File: config.mk
export PLATFORM = sky130hd
export DESIGN_NAME = chirp_scheduler_flat
export DESIGN_NICKNAME = d
export VERILOG_FILES = /design/src/rtl/chirp_pkg.sv /design/src/rtl/chirp_scheduler_if.sv /design/src/rtl/sched_timer.sv /design/src/rtl/chirp_scheduler.sv /design/src/flat_wrapper.sv
export SDC_FILE = /design/constraint.sdc
export NUM_CORES = 1
export LEC_CHECK = 0
export CORE_ASPECT_RATIO = 0.9
export CORE_UTILIZATION = 55
export CTS_CLUSTER_DIAMETER = 60
export DETAILED_ROUTE_END_ITERATION = 8
export HOLD_SLACK_MARGIN = 0.03
export PLACE_DENSITY = 0.81
export SYNTH_ARGS = -nofsm -noshare
export SYNTH_HDL_FRONTEND = slang
export SYNTH_SLANG_ARGS = --single-unit
File: constraint.sdc
create_clock -name clk -period 4.2 [get_ports clk]
set_input_delay 0.63 -clock clk [delete_from_list [all_inputs] [get_ports clk]]
set_output_delay 0.63 -clock clk [all_outputs]
set_load 0.03 [all_outputs]
File: src/rtl/chirp_pkg.sv
// rtl/chirp_pkg.sv - shared state encoding, widths and demo constants for the chirp scheduler
package chirp_pkg;

    localparam int PINC_W_DEF  = 32;
    localparam int CNT_W_DEF   = 16;
    localparam int TDATA_W_DEF = 64;

    localparam logic [31:0] DEMO_START = 32'h0001_86A0;
    localparam logic [31:0] DEMO_STEP  = 32'h0001_86A0;
    localparam logic [15:0] DEMO_DWELL = 16'd100;
    localparam logic [15:0] DEMO_STEPS = 16'd25;

    typedef enum logic [2:0] {
        S_IDLE  = 3'd0,
        S_SEND  = 3'd1,
        S_DWELL = 3'd2,
        S_GAP   = 3'd3
    } state_e;

endpackage

File: src/rtl/chirp_scheduler_if.sv
// rtl/chirp_scheduler_if.sv - phase-increment stream from the scheduler to the DDS compiler
interface chirp_scheduler_if #(
    parameter int TDATA_W = 64
) ();

    logic               tvalid;
    logic               tready;
    logic [TDATA_W-1:0] tdata;

    modport master (output tvalid, output tdata, input tready);
    modport slave  (input tvalid, input tdata, output tready);

endinterface

File: src/rtl/sched_timer.sv
// rtl/sched_timer.sv - loadable down-counter shared by the dwell and gap phases
module sched_timer #(
    parameter int W = 16
) (
    input  logic         clk,
    input  logic         rstn,
    input  logic         load_i,
    input  logic [W-1:0] load_val_i,
    output logic         expired_o
);

    logic [W-1:0] cnt_q, cnt_d;

    // Loading N keeps the owning state alive for N+1 cycles; expiry is the cycle at zero.
    always_comb begin
        cnt_d = cnt_q;
        if (load_i) begin
            cnt_d = load_val_i;
        end else if (cnt_q != '0) begin
            cnt_d = cnt_q - W'(1);
        end
    end

    always_ff @(posedge clk or negedge rstn) begin
        if (!rstn) begin
            cnt_q <= '0;
        end else begin
            cnt_q <= cnt_d;
        end
    end

    assign expired_o = (cnt_q == '0);

endmodule

File: src/rtl/chirp_scheduler.sv
// rtl/chirp_scheduler.sv - stepped-frequency chirp sequencer feeding the DDS phase-increment stream
module chirp_scheduler
    import chirp_pkg::*;
#(
    parameter int PINC_W  = PINC_W_DEF,
    parameter int CNT_W   = CNT_W_DEF,
    parameter int TDATA_W = TDATA_W_DEF
) (
    input  logic               clk,
    input  logic               rstn,
    input  logic [PINC_W-1:0]  cfg_start_pinc,
    input  logic [PINC_W-1:0]  cfg_step_pinc,
    input  logic [CNT_W-1:0]   cfg_num_steps,
    input  logic [CNT_W-1:0]   cfg_dwell,
    input  logic [CNT_W-1:0]   cfg_num_chirps,
    input  logic [CNT_W-1:0]   cfg_gap,
    input  logic               start,
    input  logic               abort,
    chirp_scheduler_if.master  m_axis_phase,
    output logic               busy,
    output logic               chirp_sync,
    output logic               done,
    output logic [2:0]         state
);

    localparam logic [CNT_W-1:0] ONE = CNT_W'(1);

    state_e             state_q, state_d;
    logic [PINC_W-1:0]  pinc_q, pinc_d;
    logic [CNT_W-1:0]   step_cnt_q, step_cnt_d;
    logic [CNT_W-1:0]   chirp_cnt_q, chirp_cnt_d;
    logic               abort_q, abort_d;
    logic               done_q, done_d;

    logic [PINC_W-1:0]  start_q, step_q;
    logic [CNT_W-1:0]   steps_q, dwell_q, chirps_q, gap_q;

    logic               cfg_load, tmr_load, tmr_exp, hs;
    logic [CNT_W-1:0]   tmr_val, chirp_nxt;

    assign hs        = (state_q == S_SEND) && m_axis_phase.tready;
    assign chirp_nxt = chirp_cnt_q + ONE;

    sched_timer #(.W(CNT_W)) u_timer (
        .clk        (clk),
        .rstn       (rstn),
        .load_i     (tmr_load),
        .load_val_i (tmr_val),
        .expired_o  (tmr_exp)
    );

    always_comb begin
        state_d     = state_q;
        pinc_d      = pinc_q;
        step_cnt_d  = step_cnt_q;
        chirp_cnt_d = chirp_cnt_q;
        abort_d     = abort_q;
        done_d      = 1'b0;
        cfg_load    = 1'b0;
        tmr_load    = 1'b0;
        tmr_val     = '0;
        case (state_q)
            S_IDLE: begin
                if (start && !abort && (cfg_num_steps != '0)) begin
                    cfg_load    = 1'b1;
                    pinc_d      = cfg_start_pinc;
                    step_cnt_d  = '0;
                    chirp_cnt_d = '0;
                    abort_d     = 1'b0;
                    state_d     = S_SEND;
                end
            end
            S_SEND: begin
                // An abort here must wait for the handshake so tvalid never drops unaccepted.
                if (abort) begin
                    abort_d = 1'b1;
                end
                if (hs) begin
                    if (abort_q || abort) begin
                        abort_d = 1'b0;
                        state_d = S_IDLE;
                    end else begin
                        tmr_load = 1'b1;
                        tmr_val  = (dwell_q == '0) ? '0 : dwell_q - ONE;
                        state_d  = S_DWELL;
                    end
                end
            end
            S_DWELL: begin
                if (abort) begin
                    state_d = S_IDLE;
                end else if (tmr_exp) begin
                    if (step_cnt_q != steps_q - ONE) begin
                        step_cnt_d = step_cnt_q + ONE;
                        pinc_d     = pinc_q + step_q;
                        state_d    = S_SEND;
                    end else begin
                        chirp_cnt_d = chirp_nxt;
                        if ((chirps_q != '0) && (chirp_nxt == chirps_q)) begin
                            done_d  = 1'b1;
                            state_d = S_IDLE;
                        end else if (gap_q != '0) begin
                            tmr_load = 1'b1;
                            tmr_val  = gap_q;
                            state_d  = S_GAP;
                        end else begin
                            pinc_d     = start_q;
                            step_cnt_d = '0;
                            state_d    = S_SEND;
                        end
                    end
                end
            end
            S_GAP: begin
                if (abort) begin
                    state_d = S_IDLE;
                end else if (tmr_exp) begin
                    pinc_d     = start_q;
                    step_cnt_d = '0;
                    state_d    = S_SEND;
                end
            end
            default: state_d = S_IDLE;
        endcase
    end

    always_ff @(posedge clk or negedge rstn) begin
        if (!rstn) begin
            state_q     <= S_IDLE;
            pinc_q      <= '0;
            step_cnt_q  <= '0;
            chirp_cnt_q <= '0;
            abort_q     <= 1'b0;
            done_q      <= 1'b0;
            start_q     <= '0;
            step_q      <= '0;
            steps_q     <= '0;
            dwell_q     <= '0;
            chirps_q    <= '0;
            gap_q       <= '0;
        end else begin
            state_q     <= state_d;
            pinc_q      <= pinc_d;
            step_cnt_q  <= step_cnt_d;
            chirp_cnt_q <= chirp_cnt_d;
            abort_q     <= abort_d;
            done_q      <= done_d;
            if (cfg_load) begin
                start_q  <= cfg_start_pinc;
                step_q   <= cfg_step_pinc;
                steps_q  <= cfg_num_steps;
                dwell_q  <= cfg_dwell;
                chirps_q <= cfg_num_chirps;
                gap_q    <= cfg_gap;
            end
        end
    end

    assign m_axis_phase.tvalid = (state_q == S_SEND);
    assign m_axis_phase.tdata  = {{(TDATA_W - PINC_W){1'b0}}, pinc_q};
    assign busy                = (state_q != S_IDLE);
    assign chirp_sync          = hs && (step_cnt_q == '0);
    assign done                = done_q;
    assign state               = state_q;

endmodule
File: src/flat_wrapper.sv
// flat-port wrapper written by rule: the top's interface ports become plain ports
module chirp_scheduler_flat import chirp_pkg::*;
#(
    parameter int PINC_W  = PINC_W_DEF,
    parameter int CNT_W   = CNT_W_DEF,
    parameter int TDATA_W = TDATA_W_DEF
)
  (clk, rstn, cfg_start_pinc, cfg_step_pinc, cfg_num_steps, cfg_dwell, cfg_num_chirps, cfg_gap, start, abort, busy, chirp_sync, done, state, m_axis_phase_tvalid, m_axis_phase_tdata, m_axis_phase_tready);
  chirp_scheduler_if #(.TDATA_W(TDATA_W)) m_axis_phase_i ();
  input  logic clk;
  input  logic rstn;
  input  logic [PINC_W-1:0] cfg_start_pinc;
  input  logic [PINC_W-1:0] cfg_step_pinc;
  input  logic [CNT_W-1:0] cfg_num_steps;
  input  logic [CNT_W-1:0] cfg_dwell;
  input  logic [CNT_W-1:0] cfg_num_chirps;
  input  logic [CNT_W-1:0] cfg_gap;
  input  logic start;
  input  logic abort;
  output logic busy;
  output logic chirp_sync;
  output logic done;
  output logic [2:0] state;
  output wire logic [$bits(m_axis_phase_i.tvalid)-1:0] m_axis_phase_tvalid;
  output wire logic [$bits(m_axis_phase_i.tdata)-1:0] m_axis_phase_tdata;
  input wire logic [$bits(m_axis_phase_i.tready)-1:0] m_axis_phase_tready;
  assign m_axis_phase_tvalid = m_axis_phase_i.tvalid;
  assign m_axis_phase_tdata = m_axis_phase_i.tdata;
  assign m_axis_phase_i.tready = m_axis_phase_tready;
  chirp_scheduler #(.PINC_W(PINC_W), .CNT_W(CNT_W), .TDATA_W(TDATA_W)) u_core (.clk(clk), .rstn(rstn), .cfg_start_pinc(cfg_start_pinc), .cfg_step_pinc(cfg_step_pinc), .cfg_num_steps(cfg_num_steps), .cfg_dwell(cfg_dwell), .cfg_num_chirps(cfg_num_chirps), .cfg_gap(cfg_gap), .start(start), .abort(abort), .m_axis_phase(m_axis_phase_i), .busy(busy), .chirp_sync(chirp_sync), .done(done), .state(state));
endmodule
==> flow_metrics.env <==
export IMPL_status="completed"
export IMPL_layout_common_cells="dfrtp_1, clkdlybuf4s50_1, mux2_2"
export IMPL_detail_route_iter0_violations=851
export IMPL_placedCellCount=1779
export IMPL_grtUsageMet3_pct=4.17
export IMPL_yosysWarnings=0
export IMPL_powerDensity_mw_per_mm2=789
export IMPL_ys_seq_area_share_pct=40.3
export IMPL_syn2layout_area_growth_pct=21.0
export IMPL_critPathKind="register to register"
export IMPL_io_buffer_count=170
export IMPL_cts_tree="done"
export IMPL_layout_commonest_cell="dfrtp_1"
export IMPL_drt_wl_total_um=34000
export IMPL_worst_endpoint_required_ns=4.66
export IMPL_grt_start_max_net_pins=112
export IMPL_clk_latency_ns=0.54
export IMPL_dr_total_vias=11100
export IMPL_layout_setup_ws_ns=0.416
export IMPL_worstSetupStartpointType="register"
export IMPL_layout_nets=1681
export IMPL_finalSetupTns_ns=0
export IMPL_gp_congestion=0.947
export IMPL_hold_viol=0
export IMPL_yosys_top_cells_area="dfrtp_1, mux2_2, ha_1"
export IMPL_final_util_pct=68.0
export IMPL_power_leakage_nw=6.52
export IMPL_min_period_ns=3.78
export IMPL_clock_skew_ns=0.0152
export IMPL_worst_path_max_fanout=6
export IMPL_synth_area_sq_mm=0.0132
export IMPL_worstPathArrival_ns=4.24
export IMPL_worst_setup_hold_path_clk_slew_ns=0.06
export IMPL_numClockSinks=212
export IMPL_slew_viol_final=0
export IMPL_vias_per_cell=6.08
export IMPL_cap_viol_max_count=0
export IMPL_peakVddDrop_v=0.000552
export IMPL_r2r_setup_slack_ns=0.42
export IMPL_htreeDepth=1
export IMPL_async_flop_share_pct=100
export IMPL_finalNonFillerCells=1827
export IMPL_use_met1_pct=39.9
export IMPL_final_area_sq_mm=0.0159
export IMPL_synth_seq_cells=212
export IMPL_antenna_found_initial=0
export IMPL_routedWlPerCell_um=18.6
export IMPL_grt_use_met2_pct=44.4
export IMPL_drc=0
export IMPL_r2r_cells=11
export IMPL_ctsHoldBuffers=0
export IMPL_drt_pass1_iterations=5
export IMPL_cts_buffer_depth=3
export IMPL_timing_critical_path_to_type="register"
export IMPL_ys_types=84
export IMPL_worst_pin_slew_ns=0.982
export IMPL_die_area_sq_mm=0.0246
export IMPL_finalSetupViolCount=0
export IMPL_io_pins=204
export IMPL_synth_edf_count=0
export IMPL_grt_pass1_vias=10700
export IMPL_track_usage_pct=28.1
export IMPL_initial_core_util_pct=56.2
export IMPL_overflow=0
export IMPL_syn_avg_cell_area_sq_um=9.70
export IMPL_die_height_um=149
export IMPL_rsz0062_at_grt="no"
export IMPL_rows=53
export IMPL_placed_area_sq_mm=0.0150
export IMPL_dp_hpwl_um=24300
export IMPL_core_area_sq_mm=0.0234
export IMPL_layout_drive_gt1_share_pct=14.6
export IMPL_hold_class="primary input to async pin"
export IMPL_synth_top_area_share_pct=40.3
export IMPL_synthFlopType="dfrtp_1"
export IMPL_netlist_instances=1357
export IMPL_max_slew_margin_pct=34.5
export IMPL_yosysTopAreaCell="dfrtp_1"
export IMPL_cts_made_buffers=26
export IMPL_dp_slack_ns=0.383
export IMPL_n_antenna_cell=0
export IMPL_top_usage_layer="met2"
export IMPL_antenna_left=0
export IMPL_die_w_um=165
export IMPL_cts_root_buf="clkbuf_16"
export IMPL_grt_pass1_wl_um=55000
export IMPL_max_freq_mhz=264
export IMPL_timing_final_crit_share_pct=90.1
sequential cells by signal, indices dropped and copies added, names as in the netlist:
register              cells
u_core.state              2
u_core.abort_q            1
u_core.done               1
u_core.dwell_q           16
u_core.steps_q           16
u_core.step_q            32
u_core.chirp_cnt_q       16
u_core.step_cnt_q        16
u_core.gap_q             16
u_core.pinc_q            32
u_core.chirps_q          16
u_core.u_timer.cnt_q     16
u_core.start_q           32
stage by stage:
stage	total power, mW	hold WS [ns]
3_3_place_gp	9.88	0.482
6_report	12.6	0.232
5_1_grt	13.4	0.314
4_1_cts	12.5	0.265
3_5_place_dp	10.0	0.493
2_1_floorplan	8.32	0.334
worst max-delay path: stages, from the launching register on:
cell and delay (ns):
dfrtp_1 0.40, ha_1 0.41, o211ai_1 0.17, o211a_1 0.31, o21ai_0 0.49, a2111oi_0 0.21, buf_4 0.18, nor4b_1 0.55
o21ai_0 0.27, a2111oi_0 0.49, nor2_1 0.10, a21oi_1 0.13
worst paths after layout:
path	start	endpoint
worst min register to register	u_core.start_q[15]	u_core.start_q[15]
worst max register to register	u_core.pinc_q[4]	u_core.pinc_q[29]
worst max-delay path	u_core.pinc_q[4]	u_core.pinc_q[29]
worst min-delay path	rstn	u_core.start_q[3]
min in group clk	u_core.start_q[15]	u_core.start_q[15]
max in group asynchronous	rstn	u_core.steps_q[3]
layer usage:
| metal | wire length [um] | vias to the layer above |
|---|---|---|
| li1 | - | 5245 |
| met1 | 15500 | 5400 |
| met2 | 15600 | 395 |
| met3 | 2050 | 67 |
| met4 | 910 | 0 |
| met5 | 0 | - |
logic make-up after synthesis:
group,share of synthesized area [%]
and+or+nand+nor,17.1
AOI/OAI and AO/OA,16.0
buffers and inverters,5.20
other,0.0285
xor gates and xnor gates,5.72
muxes,11.5
DFF,40.3
adders and majority gates,4.14
area by class of cell:
class | count | area [sq um]
Sequential cell | 212 | 5310
Timing Repair Buffer | 191 | 1900
Tap cell | 302 | 378
Clock inverter | 14 | 214
Inverter | 28 | 105
Fill cell | 1847 | 7480
Clock buffer | 34 | 721
Multi-Input combinational cell | 1046 | 7300
synth_stat cells (23+ instances only):
library cell  number
clkbuf_1          45
xor2_1            28
o21ai_0           66
nor3_1            33
a31oi_1           23
dfrtp_1          212
xnor2_1           58
nor2_1           103
buf_4             36
nand4_1           25
ha_1              42
mux2_2           132
nor4_1            32
a21oi_1           71
nand2_1          112
nand3_1           27
inv_1             28
report_power, final:
part           total [mW]  internal, mW  switching [mW]
clock network        2.42          1.52           0.898
registers            3.83          2.93           0.900
logic                6.33          2.86            3.48
total                12.6          7.30            5.27
repair_timing:
| action | in CTS | in global routing |
|---|---|---|
| setup buffers | 0 | 0 |
| resized for setup | 0 | 1 |
| setup endpoints to repair | 0 | 1 |
Power figures use the tool's default switching activity.
